===== config.mk =====
export PLATFORM = sky130hd
export DESIGN_NAME = mc_control_fsm
export DESIGN_NICKNAME = d
export VERILOG_FILES = /design/src/rtl/mc_control_fsm.sv
export SDC_FILE = /design/constraint.sdc
export NUM_CORES = 1
export LEC_CHECK = 0
export ABC_AREA = 1
export BUFFER_PORTS_ARGS = -buffer_cell sky130_fd_sc_hd__buf_2
export CAP_MARGIN = 20
export CORE_UTILIZATION = 37
export DETAILED_ROUTE_END_ITERATION = 8
export HOLD_SLACK_MARGIN = 0.12
export PLACE_DENSITY = 0.74
export SKIP_CTS_REPAIR_TIMING = 1
export SLEW_MARGIN = 25
export SYNTH_ARGS = -nofsm -noshare
export SYNTH_HDL_FRONTEND = slang
export SYNTH_SLANG_ARGS = --single-unit

===== constraint.sdc =====
create_clock -name clk -period 1.1 [get_ports clk]
set_input_delay 0.11 -clock clk [delete_from_list [all_inputs] [get_ports clk]]
set_output_delay 0.11 -clock clk [all_outputs]
set_load 0.01 [all_outputs]

===== src/rtl/mc_control_fsm.sv =====
// ---------------------------------------------------------------------------
// mc_control_fsm
//   Multicycle control unit for the ARM-subset core. Sequences each
//   instruction through the main state machine, drives every datapath
//   select and enable plus the memory write strobe, holds the NZCV flags
//   and gates architectural writes on the condition field.
//
//   Optional feature macro: CTRL_MUL_EN
//     defined   : Op=00, Funct[5:1]=00000, Instr[7:4]=1001 decodes as MUL
//                 (ALUControl=101, S updates N and Z only).
//     undefined : that encoding is an ordinary AND register instruction.
// ---------------------------------------------------------------------------
module mc_control_fsm #(
  parameter int STATE_W = 4
) (
  input  logic               clk,
  input  logic               reset,
  input  logic [31:0]        Instr,
  input  logic [3:0]         ALUFlags,
  output logic               PCWrite,
  output logic               RegWrite,
  output logic               MemWrite,
  output logic               IRWrite,
  output logic               AdrSrc,
  output logic [1:0]         RegSrc,
  output logic [1:0]         ALUSrcA,
  output logic [1:0]         ALUSrcB,
  output logic [1:0]         ResultSrc,
  output logic [1:0]         ImmSrc,
  output logic [2:0]         ALUControl,
  output logic [STATE_W-1:0] State
);

  // Main state encoding; any other value of the register falls back to FETCH.
  typedef enum logic [3:0] {
    S_FETCH    = 4'd0,
    S_DECODE   = 4'd1,
    S_MEMADR   = 4'd2,
    S_MEMRD    = 4'd3,
    S_MEMWB    = 4'd4,
    S_MEMWR    = 4'd5,
    S_EXECUTER = 4'd6,
    S_EXECUTEI = 4'd7,
    S_ALUWB    = 4'd8,
    S_BRANCH   = 4'd9
  } state_t;

  // ALU operation codes driven on ALUControl.
  localparam logic [2:0] ALU_ADD = 3'b000;
  localparam logic [2:0] ALU_SUB = 3'b001;
  localparam logic [2:0] ALU_AND = 3'b010;
  localparam logic [2:0] ALU_ORR = 3'b011;
`ifdef CTRL_MUL_EN
  localparam logic [2:0] ALU_MUL = 3'b101;
`endif

  // Datapath select encodings.
  localparam logic [1:0] SRCA_REG   = 2'b00;
  localparam logic [1:0] SRCA_PC    = 2'b01;
  localparam logic [1:0] SRCB_REG   = 2'b00;
  localparam logic [1:0] SRCB_IMM   = 2'b01;
  localparam logic [1:0] SRCB_FOUR  = 2'b10;
  localparam logic [1:0] RES_ALUOUT = 2'b00;
  localparam logic [1:0] RES_DATA   = 2'b01;
  localparam logic [1:0] RES_ALU    = 2'b10;

  state_t state_q;
  state_t state_d;

  logic [3:0] flags_q;    // {N, Z, C, V}
  logic       condex_q;   // condition result of the instruction in flight

  // Instruction fields.
  logic [1:0] op;
  logic [5:0] funct;
  logic [3:0] cmd;
  logic [3:0] rd;
  logic [3:0] cond;

  assign cond  = Instr[31:28];
  assign op    = Instr[27:26];
  assign funct = Instr[25:20];
  assign rd    = Instr[15:12];
  assign cmd   = funct[4:1];

  // Register-number and operand fields are consumed by the datapath only.
  logic unused_instr;
  assign unused_instr = ^{Instr[19:16], Instr[11:0]};

  // Data-processing decode results.
  logic [2:0] dp_alu;
  logic       dp_supported;
  logic       dp_is_cmp;
`ifdef CTRL_MUL_EN
  logic       dp_is_mul;
`endif

  // Decode the data-processing command into an ALU operation.
  // NOTE: every signal written in an always_comb gets a default on entry so
  // no path through the block leaves it unassigned and infers a latch.
  always_comb begin
    dp_alu       = ALU_ADD;
    dp_supported = 1'b1;
    dp_is_cmp    = 1'b0;
`ifdef CTRL_MUL_EN
    dp_is_mul    = 1'b0;
`endif
    unique case (cmd)
      4'b0100: dp_alu = ALU_ADD;
      4'b0010: dp_alu = ALU_SUB;
      4'b0000: dp_alu = ALU_AND;
      4'b1100: dp_alu = ALU_ORR;
      4'b1010: begin
        dp_alu    = ALU_SUB;
        dp_is_cmp = 1'b1;
      end
      default: dp_supported = 1'b0;
    endcase
`ifdef CTRL_MUL_EN
    // MUL hides inside the AND-register space; the multiply signature wins.
    if (funct[5:1] == 5'b00000 && Instr[7:4] == 4'b1001) begin
      dp_alu    = ALU_MUL;
      dp_is_mul = 1'b1;
    end
`endif
  end

  // Condition evaluation against the stored flags (all sixteen codes).
  logic flag_n, flag_z, flag_c, flag_v;
  logic cond_ex;

  assign {flag_n, flag_z, flag_c, flag_v} = flags_q;

  // Evaluate the condition field; NV (1111) never executes.
  always_comb begin
    cond_ex = 1'b0;
    unique case (cond)
      4'b0000: cond_ex = flag_z;
      4'b0001: cond_ex = !flag_z;
      4'b0010: cond_ex = flag_c;
      4'b0011: cond_ex = !flag_c;
      4'b0100: cond_ex = flag_n;
      4'b0101: cond_ex = !flag_n;
      4'b0110: cond_ex = flag_v;
      4'b0111: cond_ex = !flag_v;
      4'b1000: cond_ex = flag_c && !flag_z;
      4'b1001: cond_ex = !flag_c || flag_z;
      4'b1010: cond_ex = (flag_n == flag_v);
      4'b1011: cond_ex = (flag_n != flag_v);
      4'b1100: cond_ex = !flag_z && (flag_n == flag_v);
      4'b1101: cond_ex = flag_z || (flag_n != flag_v);
      4'b1110: cond_ex = 1'b1;
      default: cond_ex = 1'b0;
    endcase
  end

  // Write-enable qualifiers shared by the flag register and ALUWB outputs.
  logic in_execute;
  logic flag_we;
  logic dp_reg_we;

  assign in_execute = (state_q == S_EXECUTER) || (state_q == S_EXECUTEI);
  assign flag_we    = in_execute && condex_q && dp_supported && (funct[0] || dp_is_cmp);
  assign dp_reg_we  = condex_q && dp_supported && !dp_is_cmp;

  // Main state register.
  // NOTE: sequential state uses non-blocking assignments so every register
  // samples the pre-edge values regardless of block ordering.
  always_ff @(posedge clk or posedge reset) begin
    if (reset) begin
      state_q <= S_FETCH;
    end else begin
      state_q <= state_d;
    end
  end

  // Latch the condition outcome once per instruction, in DECODE.
  always_ff @(posedge clk or posedge reset) begin
    if (reset) begin
      condex_q <= 1'b0;
    end else if (state_q == S_DECODE) begin
      condex_q <= cond_ex;
    end
  end

  // NZCV register, updated only by executing data-processing instructions.
  // NOTE: the flags are architectural state read in DECODE, so they are
  // cleared by reset rather than left to power-up values.
  always_ff @(posedge clk or posedge reset) begin
    if (reset) begin
      flags_q <= 4'b0000;
    end else if (flag_we) begin
`ifdef CTRL_MUL_EN
      if (dp_is_mul) begin
        flags_q[3:2] <= ALUFlags[3:2];
      end else begin
        flags_q <= ALUFlags;
      end
`else
      flags_q <= ALUFlags;
`endif
    end
  end

  // Next-state selection.
  always_comb begin
    state_d = S_FETCH;
    unique case (state_q)
      S_FETCH:  state_d = S_DECODE;
      S_DECODE: begin
        unique case (op)
          2'b01:   state_d = S_MEMADR;
          2'b00:   state_d = funct[5] ? S_EXECUTEI : S_EXECUTER;
          2'b10:   state_d = S_BRANCH;
          default: state_d = S_FETCH;
        endcase
      end
      S_MEMADR:   state_d = funct[0] ? S_MEMRD : S_MEMWR;
      S_MEMRD:    state_d = S_MEMWB;
      S_MEMWB:    state_d = S_FETCH;
      S_MEMWR:    state_d = S_FETCH;
      S_EXECUTER: state_d = S_ALUWB;
      S_EXECUTEI: state_d = S_ALUWB;
      S_ALUWB:    state_d = S_FETCH;
      S_BRANCH:   state_d = S_FETCH;
      default:    state_d = S_FETCH;
    endcase
  end

  // Datapath control outputs as a function of state, instruction and CondEx.
  always_comb begin
    PCWrite    = 1'b0;
    RegWrite   = 1'b0;
    MemWrite   = 1'b0;
    IRWrite    = 1'b0;
    AdrSrc     = 1'b0;
    ALUSrcA    = SRCA_REG;
    ALUSrcB    = SRCB_REG;
    ResultSrc  = RES_ALUOUT;
    ALUControl = ALU_ADD;
    ImmSrc     = op;
    RegSrc     = {(op == 2'b01) && !funct[0], (op == 2'b10)};
    unique case (state_q)
      S_FETCH: begin
        IRWrite   = 1'b1;
        PCWrite   = 1'b1;
        ALUSrcA   = SRCA_PC;
        ALUSrcB   = SRCB_FOUR;
        ResultSrc = RES_ALU;
      end
      S_DECODE: begin
        ALUSrcA   = SRCA_PC;
        ALUSrcB   = SRCB_FOUR;
        ResultSrc = RES_ALU;
      end
      S_MEMADR: begin
        ALUSrcB = SRCB_IMM;
      end
      S_MEMRD: begin
        AdrSrc = 1'b1;
      end
      S_MEMWB: begin
        ResultSrc = RES_DATA;
        RegWrite  = condex_q;
      end
      S_MEMWR: begin
        AdrSrc   = 1'b1;
        MemWrite = condex_q;
      end
      S_EXECUTER: begin
        ALUControl = dp_alu;
      end
      S_EXECUTEI: begin
        ALUSrcB    = SRCB_IMM;
        ALUControl = dp_alu;
      end
      S_ALUWB: begin
        RegWrite = dp_reg_we;
        PCWrite  = dp_reg_we && (rd == 4'd15);
      end
      S_BRANCH: begin
        ALUSrcB   = SRCB_IMM;
        ResultSrc = RES_ALU;
        PCWrite   = condex_q;
      end
      default: ;
    endcase
  end

  assign State = STATE_W'(state_q);

endmodule

### Yosys cells after proc, flatten, opt, wreduce, memory -nomap -nowiden

Cells that the tools add are included.

| operators by class | value |
|---|---|
| equal/unequal tests | 32 |
| multiplexer cells | 17 |
| reductions and logical operators | 30 |

Operator list:

| cell | number |
|---|---|
| == test 4 bit (second input constant) | 12 |
| == test 4 x 3 -> 1 bit (second input constant) | 9 |
| == test 4 x 2 -> 1 bit (second input constant) | 5 |
| case mux 4 bit (5 select lines) | 1 |
| case mux 1 bit (15 select lines) | 1 |
| zero test 4 bit | 3 |
| case mux 4 bit (3 select lines) | 1 |
| logical AND 1 bit | 9 |
| == test 4 x 1 -> 1 bit (second input constant) | 2 |
| case mux 2 bit (2 select lines) | 2 |
| OR reduction 2 bit | 4 |
| two-way mux 1 bit | 7 |
| zero test 1 bit | 6 |
| two-way mux 3 bit | 2 |
| case mux 2 bit (3 select lines) | 1 |
| OR reduction 3 bit | 2 |
| OR reduction 5 bit | 1 |
| logical OR 1 bit | 4 |
| case mux 1 bit (3 select lines) | 1 |
| == test 2 x 1 -> 1 bit (second input constant) | 1 |
| == test 2 bit (second input constant) | 1 |
| zero test 2 bit | 1 |
| case mux 1 bit (2 select lines) | 1 |
| == test 1 bit | 1 |
| inequality test 1 bit | 1 |

| word-level totals | value |
|---|---|
| flip-flop bits (word level) | 9 |
| input port bits | 38 |
| output and inout port bits | 22 |
| logic and storage cells | 82 |

### Logic depth before layout (Yosys ltp)

Gate-level depths: netlist of run 1.

| logic depth | value |
|---|---|
| depth after elaboration | 7 |
| depth in mapped cells | 11 |
| gate-level depth less buffers | 11 |

### Least setup slack after synthesis of run 1

Ideal clock, no wire load.

| timing path | value |
|---|---|
| path kind | register to output |
| from | reg state_q[3] (netlist: State[3]) |
| to | out ALUControl[1] |
| data arrival time | 1.127 ns |
| required time | 0.990 ns |
| setup slack | -0.137 ns |
| stages on the path, launching flop included | 6 |
| buffers on the path | 0 |
| cells stage by stage | dfrtp_1 -> nor2_2 -> inv_1 -> nor2_4 -> inv_2 -> a211oi_1 |

| on the way | value |
|---|---|
| cells in the longest elaborated chain, start to end | 3 |
| elaborated cells on any way between the ends | 4 |
| classes of those cells | eq/ne (2); mux (1); reduce/logical (1) |

RTL lines:

| item | line | source |
|---|---|---|
| start: declaration | 67 | `state_t state_q;` |
| start signal: assignment | 173 | `state_q <= state_d;` |
| == test 4 x 3 -> 1 bit | 243 | `unique case (state_q)` |
| OR reduction 2 bit (no line) (*) | -- |  |
| two-way mux 3 bit (*) | 243 |  |
| end: declaration | 30 | `output logic [2:0] ALUControl,` |

Every way passes the cells marked *; elsewhere a longest branch is shown, timed or not.

### Worst setup path after layout of run 1

| timing path | value |
|---|---|
| from | reg state_q[1] (netlist: State[1]) |
| to | out ALUSrcB[0] |

| on the way | value |
|---|---|
| cells in the longest elaborated chain, start to end | 3 |
| elaborated cells on any way between the ends | 8 |
| classes of those cells | eq/ne (4); mux (1); reduce/logical (3) |

RTL lines:

| item | line | source |
|---|---|---|
| == test 4 x 3 -> 1 bit, or another cell as far along | 243 |  |
| OR reduction 3 bit (no line) / OR reduction 2 bit (equally long branches) | -- |  |
| case mux 2 bit (2 select lines) (*) | 243 |  |
| end: declaration | 27 | `output logic [1:0] ALUSrcB,` |

Marked as above.

==> impl_metrics.toml, run 1 <==
[min_path]
holdCritStartpoint = "ALUFlags[3]"
hold_path_depth = 3
hp-class = "in2reg"

[pwr]
p_sw_share_pct = 46.2
ir_drop_uv = 1200
power_density_nw_per_um2 = 1890
p_clk_share_pct = 9.6
leakagePower_nw = 0.737
p_comb_share_pct = 67.6
power_switching_mw = 1.16
power.internal_mw = 1.35
power_mw = 2.50
seqPwrFrac_pct = 22.9

[layout]
syn_to_final_growth_pct = 49.2
layout-drive-gt1-share_pct = 44.8
final_common_cell = "buf_2"
layout.nets = 242
multi_input_area_um2 = 544
nFillCells = 208
stdcell_area_um2 = 1320
mostFrequentLayoutCells = "buf_2, nand2_1, inv_1"
n_antenna_cell = 0
regArea_um2 = 229
finalCoreUtilization_pct = 59.2

[cts]
htree_levels = 1
clock_path_buffers = 2
cts_made_buffers = 3
cts.sinks = 9
clkLatencyLatePin_ns = 0.25
cts_tree = "done"
path_clk_slew_ns = 0.06
root_buffer = "clkbuf_4"

[sta]
clock_skew_ns = 0.00485
hold_ws_ns = 0.0965
setup_viol = 21
finalHoldViolations = 0
rsz0062_at_grt = "true"
setup_ws_ns = -0.375
fin_crit_sh_pct = 134
final_max_slew_viol_count = 0
max_freq_ghz = 0.678
tns_ns = -4.20
fin_crit_ns = 1.48

[floorplan]
rows = 17
start_util_pct = 39.7
die_h_um = 50.9
fp.coreArea_um2 = 2230
die_x_um = 50.9
dieArea_um2 = 2590
ios = 60

[worst_setup_path]
worstPathRequired_ns = 0.99
critPathMaxFanout = 4
crit_family = "flip-flops"
cpMostUsedCell = "nor2_2"
crit_arrival_ns = 1.37
setup.worst_path.class = "reg2out"
cp_cell_sequence = "nor2_2, inv_2, nor2_2, inv_1, o311ai_1, buf_2"
endpoint_kind = "output port"
reg2reg_depth = 7
crit_path_start = "State[1]$_DFF_PP0_"
crit_buf_inv = 3
slowest_delay_ns = 0.44
r2r-start = "State[3]$_DFF_PP0_"
crit_cells = 6
cp-start-kind = "register"
cp_slowest_cell = "dfrtp_2"

[place]
globalplace.congestion = 0.878
dp_hpwl_um = 1840
place_area_um2 = 1190
port_buffers = 41

[global_routing]
grt.total_usage_pct = 17.3
grt-ovfl-total = 0
grt_max_degree = 10
antenna_found_initial = 0
grt_pass1_wl_um = 3490
grt_pass1_vias = 922

[routing]
firstDrtPassIters = 4
avgRoutedWirePerCell_um = 9.78
finalWirelength_um = 2260
drc = 0
drt_iter0_drc = 14
via_per_inst = 4.65
postRouteAntennaNets = 0
num_vias = 1074

[synthesis]
ys_warn_count = 0
ys_ff_latch = 9
synth_top_area_share_pct = 25.4
yosys-top-cells-area = "dfrtp_1, nand2_1, inv_1"
ys_types = 26
syn_avg_cell_area_um2 = 6.24
synthCells = 142
syn_area_um2 = 886
yosysSeqAreaShare_pct = 25.4
synth_top_area_cell = "dfrtp_1"

[flow_run]
max_cap_violations = 0

[status]
status = "finished with violations"
failed_checks = "negative setup slack"
## cells by family (layout without fill, tap and decap cells)
group	after synthesis	after routing	synth area share, %
buffers and inverters	36	96	17.4
and+or+nand+nor	77	77	39.5
DFF	9	9	25.4
AOI/OAI and AO/OA	19	19	17.2
other	1	2	0.423
## worst register-to-register path, cell delays in order, from the launching register on
cell,delay (ns)
dfrtp_2,0.44
nor2_2,0.14
inv_2,0.07
nor2_4,0.11
buf_4,0.12
o211ai_4,0.11
nand2_1,0.09
o21ai_1,0.06
## cells in the mapped netlist, drive strengths merged
cell     n
a21oi    4
o311ai   1
nand3b   3
nand2   38
o211ai   2
conb     1
o22ai    2
nor3     2
nand3   10
o31ai    2
nand4    1
o21ai    7
a211oi   1
inv     31
nor2    23
buf      5
dfrtp    9
## path summary, 6_finish.rpt
kind / end / slack [ns]
max in group asynchronous: State[0]$_DFF_PP0_ / 0.47
hold / removal: flags_q[3]$_DFFE_PP0P_ / 0.1
setup reg to reg: flags_q[1]$_DFFE_PP0P_ / -0.17
hold reg to reg: flags_q[1]$_DFFE_PP0P_ / 0.53
min in group asynchronous: State[2]$_DFF_PP0_ / 0.36
setup / recovery: ALUSrcB[0] / -0.38
## through the flow
step / setup WS, ns / std cells
final: -0.375 / 231
after global routing: -0.445 / 231
after CTS: -0.462 / 222
after detailed placement: -0.185 / 218
after global placement: -0.147 / 218
after floorplan: -0.0229 / 143
## layer usage
layer	global-route usage, %	vias to the layer above	wire length [µm]
li1	-	560	-
met1	21.0	474	1010
met2	29.4	34	1120
met3	1.79	6	100
met4	9.72	0	29
met5	0	-	0
## layout make-up
type                            count  area share (%)
Sequential cell                     9            17.3
Multi-Input combinational cell     98            41.2
Clock buffer                        4            1.99
Inverter                           31            8.81
Tap cell                           28            2.65
Timing Repair Buffer               61            28.0
## registers in the layout, indices dropped and copies added (netlist names)
name / count
condex_q: 1
flags_q: 4
State: 4
## power groups by stage
stage	Combinational, mW	Sequential (mW)	Clock [mW]
floorplan	0.881	0.591	0
global placement	1.52	0.551	0
detailed placement	1.55	0.556	0
CTS	1.56	0.550	0.248
global route	1.83	0.583	0.269
finish	1.69	0.573	0.239
No activity file was read; power rests on OpenSTA's default activity.
==> run 2, diff against run 1 <==
CELL_PAD_IN_SITES_DETAIL_PLACEMENT = 2   (was default)
CELL_PAD_IN_SITES_GLOBAL_PLACEMENT = 2   (was default)
CORE_UTILIZATION = 17   (was 37)
PLACE_DENSITY = 0.73   (was 0.74)
==> run 2 against run 1 <==
The run still ends with negative setup slack left. Combinational power rose by 27%. Via count up 5.9%. First-iteration DRC count up 64%. Critical path depth is 1 higher. Largest power group unchanged. Critical endpoint is now ALUControl[1]. Non-clock buffer count is 7 higher.
==> impl_metrics.toml, run 2 (synthesis gave the netlist of run 1 again) <==
[floorplan]
die_h_um = 74.2
start_util_pct = 18.2
die_x_um = 74.2
ios = 60
dieArea_um2 = 5500
fp.coreArea_um2 = 4880
rows = 25

[pwr]
power.internal_mw = 1.70
p_clk_share_pct = 12.2
seqPwrFrac_pct = 18.7
power_switching_mw = 1.41
p_comb_share_pct = 69.1
p_sw_share_pct = 45.3
ir_drop_uv = 860
power_density_nw_per_um2 = 2070
leakagePower_nw = 0.793

[worst_setup_path]
critPathMaxFanout = 3
endpoint_kind = "output port"
regToRegSetupSlack_ns = -0.22
cp-start-kind = "register"
reg2reg_depth = 6
worstPathRequired_ns = 0.99
setup.worst_path.class = "reg2out"
worstReg2RegEnd = "State[2]$_DFF_PP0_"
crit_path_start = "State[2]$_DFF_PP0_"
setup.worst_path.end = "ALUControl[1]"
r2r-start = "State[3]$_DFF_PP0_"
crit_arrival_ns = 1.35

[cts]
cts.sinks = 9
cts_tree = "done"
root_buffer = "clkbuf_8"
path_clk_slew_ns = 0.04
htree_levels = 1
cts_made_buffers = 3
clock_path_buffers = 2
clkLatencyLatePin_ns = 0.23

[sta]
final_max_slew_viol_count = 0
setup_viol = 22
max_freq_ghz = 0.684
fin_crit_ns = 1.46
rsz0062_at_grt = "true"
fin_crit_sh_pct = 133
clock_skew_ns = 0.00174
finalHoldViolations = 0
setup_ws_ns = -0.362

[status]
status = "finished with violations"
failed_checks = "negative setup slack"

[global_routing]
grt_pass1_wl_um = 5260
grt_pass1_vias = 1145
antenna_found_initial = 0
grt_max_degree = 10
grt-ovfl-total = 0
grt.total_usage_pct = 12.6

[layout]
nFillCells = 633
mostFrequentLayoutCells = "buf_2, nand2_1, buf_4"
fin_cells = 277
final_common_cell = "buf_2"
layout-drive-gt1-share_pct = 54.8
stdcell_area_um2 = 1500
finalCoreUtilization_pct = 30.8
n_antenna_cell = 0
layout.nets = 249
syn_to_final_growth_pct = 69.5

[place]
place_area_um2 = 1320
port_buffers = 41
globalplace.congestion = 0.742
pre_cts_ws_ns = -0.196
dp_hpwl_um = 2780
placed_cells = 267

[routing]
drc = 0
postRouteAntennaNets = 0
firstDrtPassIters = 2
num_vias = 1137
avgRoutedWirePerCell_um = 12.1
drt_iter0_drc = 23
via_per_inst = 4.10
finalWirelength_um = 3350

[min_path]
holdCritStartpoint = "ALUFlags[1]"
hp-class = "in2reg"

[flow_run]
max_cap_violations = 0
-- run 2: how the worst min path moves through the flow --
| stage | slack [ns] | end | depth (start not counted) |
|---|---|---|---|
| floorplan | -0.06 | State[2]$_DFF_PP0_ | 1 |
| global placement | 0.09 | flags_q[3]$_DFFE_PP0P_ | 2 |
| detailed placement | 0.09 | flags_q[3]$_DFFE_PP0P_ | 2 |
| CTS | -0.16 | flags_q[3]$_DFFE_PP0P_ | 2 |
| global route | 0.14 | flags_q[1]$_DFFE_PP0P_ | 3 |
| finish | 0.12 | flags_q[1]$_DFFE_PP0P_ | 3 |
-- run 2: routing by layer --
| metal | wire [µm] | track usage [%] |
|---|---|---|
| met4 | 17 | 3.21 |
| met1 | 1560 | 17.0 |
| met3 | 101 | 1.22 |
| met5 | 0 | 0 |
| met2 | 1670 | 21.4 |
-- run 2: power groups by stage --
stage	Clock, mW	Sequential, mW	Combinational, mW
6_report	0.380	0.583	2.15
3_3_place_gp	0	0.556	1.76
2_1_floorplan	0	0.591	0.881
3_5_place_dp	0	0.561	1.80
5_1_grt	0.404	0.599	2.35
4_1_cts	0.390	0.558	1.82
-- run 2: stage by stage --
step	hold slack [ns]	total power, mW	TNS [ns]
global route	0.140	3.36	-6.62
finish	0.120	3.12	-4.87
floorplan	-0.0623	1.47	-0.0547
global placement	0.0883	2.31	-1.19
detailed placement	0.0899	2.36	-1.66
CTS	-0.156	2.77	-4.73
-- run 2: layout make-up --
| class | instances | area (µm²) | area share (%) |
|---|---|---|---|
| Timing Repair Buffer | 68 | 419 | 27.9 |
| Inverter | 31 | 119 | 7.92 |
| Sequential cell | 9 | 229 | 15.3 |
| Clock buffer | 4 | 45.0 | 3.00 |
| Multi-Input combinational cell | 98 | 606 | 40.3 |
| Tap cell | 67 | 83.8 | 5.58 |
-- run 2: critical path, stage by stage (launching register included) --
cell and delay [ns]:
dfrtp_1 0.40, inv_2 0.08, nor2_4 0.12, inv_4 0.06
nor2_4 0.12, inv_2 0.06, a211oi_2 0.13, buf_2 0.15
